$ cat src/rtl/reu_ram_arbiter.sv
// Round-robin arbiter sharing one toggle-handshake expansion-RAM port between
// the DMA engine (port 0) and the host/loader (port 1), one transaction in flight.
module reu_ram_arbiter #(
    parameter int ram_a_bits = 17
) (
    input  logic                  clk,
    input  logic                  reset,
    input  logic [ram_a_bits-1:0] c0_a,
    input  logic [7:0]            c0_d,
    input  logic                  c0_we,
    input  logic                  c0_req,
    output logic [7:0]            c0_q,
    output logic                  c0_ack,
    input  logic [ram_a_bits-1:0] c1_a,
    input  logic [7:0]            c1_d,
    input  logic                  c1_we,
    input  logic                  c1_req,
    output logic [7:0]            c1_q,
    output logic                  c1_ack,
    output logic [ram_a_bits-1:0] ram_a,
    output logic [7:0]            ram_d,
    output logic                  ram_we,
    output logic                  ram_req,
    input  logic [7:0]            ram_q,
    input  logic                  ram_ack,
    output logic                  grant,
    output logic                  busy
);

    typedef enum logic {IDLE, WAIT} state_t;

    state_t state;
    logic   last;
    logic   p0;
    logic   p1;
    logic   sel;

    // Only meaningful when at least one port is pending; ties go to the port
    // that did not own the previous transaction.
    function automatic logic pick(input logic pend0, input logic pend1, input logic prev);
        if (pend0 && pend1)
            return ~prev;
        return ~pend0;
    endfunction

    always_comb begin
        p0  = c0_req ^ c0_ack;
        p1  = c1_req ^ c1_ack;
        sel = pick(p0, p1, last);
    end

    always_ff @(posedge clk or posedge reset) begin
        if (reset) begin
            state   <= IDLE;
            last    <= 1'b1;
            ram_a   <= '0;
            ram_d   <= '0;
            ram_we  <= 1'b0;
            ram_req <= 1'b0;
            c0_ack  <= 1'b0;
            c1_ack  <= 1'b0;
            c0_q    <= '0;
            c1_q    <= '0;
            grant   <= 1'b0;
            busy    <= 1'b0;
        end else begin
            case (state)
                IDLE: begin
                    if (p0 || p1) begin
                        if (sel) begin
                            ram_a  <= c1_a;
                            ram_d  <= c1_d;
                            ram_we <= c1_we;
                        end else begin
                            ram_a  <= c0_a;
                            ram_d  <= c0_d;
                            ram_we <= c0_we;
                        end
                        ram_req <= ~ram_req;
                        grant   <= sel;
                        busy    <= 1'b1;
                        state   <= WAIT;
                    end
                end
                WAIT: begin
                    // q is returned for writes as well as reads
                    if (ram_ack == ram_req) begin
                        if (grant) begin
                            c1_q   <= ram_q;
                            c1_ack <= ~c1_ack;
                        end else begin
                            c0_q   <= ram_q;
                            c0_ack <= ~c0_ack;
                        end
                        last  <= grant;
                        busy  <= 1'b0;
                        state <= IDLE;
                    end
                end
            endcase
        end
    end

endmodule

$ cat config.mk
export PLATFORM = sky130hd
export DESIGN_NAME = reu_ram_arbiter
export DESIGN_NICKNAME = d
export VERILOG_FILES = /design/src/rtl/reu_ram_arbiter.sv
export SDC_FILE = /design/constraint.sdc
export NUM_CORES = 1
export LEC_CHECK = 0
export CAP_MARGIN = 40
export CORE_MARGIN = 1.5
export CORE_UTILIZATION = 25
export CTS_CLUSTER_SIZE = 40
export DETAILED_ROUTE_END_ITERATION = 16
export GPL_ROUTABILITY_DRIVEN = 0
export REMOVE_ABC_BUFFERS = 1
export SYNTH_ARGS = -nofsm -noshare
export SYNTH_HDL_FRONTEND = slang
export SYNTH_SLANG_ARGS = --single-unit
$ cat constraint.sdc
create_clock -name clk -period 2.3 [get_ports clk]
set_clock_uncertainty 0.15 [all_clocks]
set_input_delay 0.46 -clock clk [delete_from_list [all_inputs] [get_ports clk]]
set_output_delay 0.46 -clock clk [all_outputs]
set_load 0.02 [all_outputs]
; ---- Word level (Yosys, flattened, before mapping)
; Index checks and enable logic that the tools add are counted.
[totals]
register_bits = 49
inputBits = 65
output_inout_bits = 47
wordCells = 43
[classes]
eq_ne = 3
muxes = 12
n_bitwise = 9
reduce_logical = 7
[ops]
columns = op, n
row1 = $mux 17, 1
row2 = $mux 1, 8
row3 = $mux 8, 1
row4 = $not 1->1, 7
row5 = $reduce_and 2->1, 3
row6 = $reduce_and 3->1, 2
row7 = $pmux 1 s2, 2
row8 = $ne 2x1->1 const B, 1
row9 = $ne 2x2->1 const B, 1
row10 = $xor 1x1->1, 2
row11 = $eq 1x1->1, 1
row12 = $logic_and 1x1->1, 1
row13 = $logic_or 1x1->1, 1

; ---- Logic depth before layout (Yosys ltp)
[depth]
ltp_word = 5
depth_mapped = 6
mapped_depth_nobuf = 4

; ---- Least setup slack after synthesis
; No wires, ideal clock.
[synth_path]
kind = register -> register
from = register ram_req
to = register c0_q[0]
setup_ns = 0.125
t_arrival_ns = 1.394
required_time_ns = 2.025
path_slack_ns = 0.632
stages_incl_launch_ff = 5
path_buffers = 0
synth_period_minus_slack_ns = 1.668
cell_sequence = dfrtp_1 xnor2_1 nand2_1 nor2_4 mux2_2
[synth_between]
elab_chain_len = 2
[synth_rtl]
columns = item, line
row1 = start: declaration, 23  ; output logic ram_req,
row2 = start signal: assignment, 79  ; ram_req <= ~ram_req;
row3 = $eq 1x1->1, 87  ; if (ram_ack == ram_req) begin
row4 = $reduce_and 3->1 (no source line), -
row5 = end signal: assignment, 92  ; c0_q <= ram_q;
row6 = end: declaration, 12  ; output logic [7:0] c0_q,
; Every way passes these cells.
; A chain may end at the register's enable or synchronous reset.

; ---- Final worst setup path
[layout_path]
from = register grant
to = output port grant
[layout_lines]
columns = item, line
row1 = start: declaration, 26  ; output logic grant,
row2 = start signal: assignment, 80  ; grant <= sel;
; No word-level cell between the ends.

==> metrics.yaml <==
status: "complete, no violations"
route.met3.wl_um: 463
crit_type: "reg2out"
vias_per_cell: 4.29
power_frac_comb_pct: 59.0
core_mm2: 0.00822
p_sw_mw: 2.08
initial_core_util_pct: 25.8
chipWidth_um: 95.2
layout-drive-gt1-share_pct: 11.4
async_reset_ff_share_pct: 100
syn_inst: 201
cts_tree: "yes"
final_util_pct: 42.1
period_needed_ns: 2.01
first_iter_violations: 29
portBuffers: 111
rr_worst_depth: 4
p_int_mw: 3.01
antenna_found_initial: 0
setup-tns-final_ns: 0
rsz0062_at_grt: "false"
syn_to_final_growth_pct: 62.9
clk_pin_slew_worst_paths_ns: 0.09
fin_ws_ns: 0.293
ys_ff_latch: 49
relSlewSlack_pct: 73.9
drc: 0
met1Wirelength_um: 2260
cp.required_ns: 1.69
drt_pass1_iterations: 4
cp-startpoint: "grant$_DFFE_PP0P_"
met2RoutedLength_um: 2370
seq_area_mm2: 0.00123
vias: 1801
wl_per_cell_um: 12.3
place_inst: 412
regToRegSetupSlack_ns: 0.55
r2r_start: "ram_req$_DFFE_PP0P_"
path_cells: "clkdlybuf4s50_1"
fp.dieH_um: 95.2
totalWireLength_um: 5160
fmax_mhz: 498
maxCapViolations: 0
synth_edf_count: 0
holdWs_ns: 0.342
clock_latency_ns: 0.30
crit_cells: 1
synth_top_area_share_pct: 56.6
fin_nets: 379
grt_start_max_net_pins: 56
yosys_warnings: 0
cp-start-kind: "flop"
synth-main-ff-cell: "dfrtp_1"
syn-cell-area_mm2: 0.00212
numCtsBuffers: 5
design_area_mm2: 0.00346
cp_top_family: "buffers and inverters"
p_per_area_mw_per_mm2: 1470
synth_area_leaders: "dfrtp_1 57%, nand2_1 9.9%, mux2_2 8.5%"
finalMaxSlewViolations: 0
seq_power_share_pct: 31.3
swShare_pct: 40.9
slowest_delay_ns: 0.65
p_total_mw: 5.09
path_buf_inv: 1
power_leakage_nw: 1.41
cts.htree.levels: 2
synth.avg_cell_area_um2: 10.6
antenna_left: 0
nFillCells: 805
yosys.area.top_type: "dfrtp_1"
antenna-diode-count: 0
multi_input_area_um2: 811
synthDistinctLibCells: 22
clkPwrFrac_pct: 9.7
clock-sinks: 49
cts_resized: 0
period_share_pct: 87.2
fin_cells: 420
endpoint: "grant"
cp_data_arrival_time_ns: 1.40
grt.total_usage_pct: 11.8
clockBufferDepth: 2
critPathSlowestCell: "clkdlybuf4s50_1"
cts.hold.buffers_added: 0
ys_seq_area_share_pct: 57.8
first_global_vias: 1768
end_kind: "output pin"
root_buffer: "clkbuf_8"
r2r_end: "c0_q[7]$_DFFE_PP0P_"
setup_violations: 0
dp_slack_ns: 0.0876
post-cts-setup-buffers: 0
pin_count: 112
dr.max_layer_used: "met4"
overflow: 0
die_area_mm2: 0.00906
hold_class: "reg2reg"
hold_violations: 0
dp_hpwl_um: 3650
peakVddDrop_mv: 0.559
rows: 33
worstPathMaxFanout: 4
worst_slew_pin_slew_ns: 0.389
grt_pass1_wl_um: 8290
placedInstanceArea_mm2: 0.00337
## cells by family after synthesis
family,count (synthesis),share of synthesized area [%]
XOR/XNOR,6,3.18
AND/OR/NAND/NOR,87,15.9
AO/OA/AOI/OAI,32,10.6
buffers and inverters,11,4.01
multiplexers,16,8.49
flip-flops,49,57.8
## cell type report
cell class	instances	area share, %
inverter	1	0.109
clock buffer	5	1.99
clock inverter	3	0.507
multi-input combinational	141	23.4
timing repair buffer	116	34.7
tap	105	3.80
sequential	49	35.5
## routing by layer
metal | global-route usage [%] | up-vias
li1 | - | 901
met1 | 14.0 | 819
met2 | 19.6 | 76
met3 | 4.70 | 5
met4 | 3.36 | 0
met5 | 0 | -
## cell usage after synthesis (2+ instances only)
| library cell | n |
|---|---|
| a21oi_1 | 2 |
| dfrtp_1 | 48 |
| xnor2_1 | 2 |
| buf_2 | 5 |
| xnor2_2 | 2 |
| nor2_1 | 28 |
| xor2_1 | 2 |
| buf_4 | 2 |
| mux2_2 | 16 |
| nand2_1 | 56 |
| a31oi_1 | 26 |
| buf_8 | 2 |
## power groups by stage
stage / registers [mW] / logic, mW / clock network, mW
finish: 1.60 / 3.00 / 0.494
global route: 1.65 / 3.28 / 0.554
CTS: 1.61 / 3.07 / 0.527
detailed placement: 1.62 / 3.06 / 0
global placement: 1.60 / 3.03 / 0
floorplan: 2.12 / 1.11 / 0
## state kept, by name (all words and copies together), names as in the netlist
signal   flops
ram_a       17
busy         1
ram_req      1
c0_ack       1
c1_q         8
c1_ack       1
ram_d        8
grant        1
c0_q         8
state        1
ram_we       1
last         1
## worst reg2reg max path, cell delays in order, from the launching register on
cell	delay [ns]
dfrtp_1	0.42
xnor2_1	0.24
nand2_1	0.16
nor2_4	0.28
mux2_2	0.38
## worst min-delay path by stage
stage | cells after the start | start | endpoint | slack, ns
after detailed placement | 2 | last$_DFFE_PP1P_ | last$_DFFE_PP1P_ | 0.33
after CTS | 2 | last$_DFFE_PP1P_ | last$_DFFE_PP1P_ | 0.35
after global routing | 2 | last$_DFFE_PP1P_ | last$_DFFE_PP1P_ | 0.36
final | 2 | last$_DFFE_PP1P_ | last$_DFFE_PP1P_ | 0.34
after floorplan | 2 | last$_DFFE_PP1P_ | last$_DFFE_PP1P_ | 0.32
after global placement | 2 | last$_DFFE_PP1P_ | last$_DFFE_PP1P_ | 0.33
## placed cells by master, fill, tap and decap left out, types with 4 or more instances in the layout
cell	synthesis	layout
a31oi_1	26	26
buf_12	0	4
clkbuf_8	0	5
clkdlybuf4s50_1	0	111
dfrtp_1	48	48
mux2_2	16	16
nand2_1	56	56
nor2_1	28	28
No activity file was read; power rests on OpenSTA's default activity.
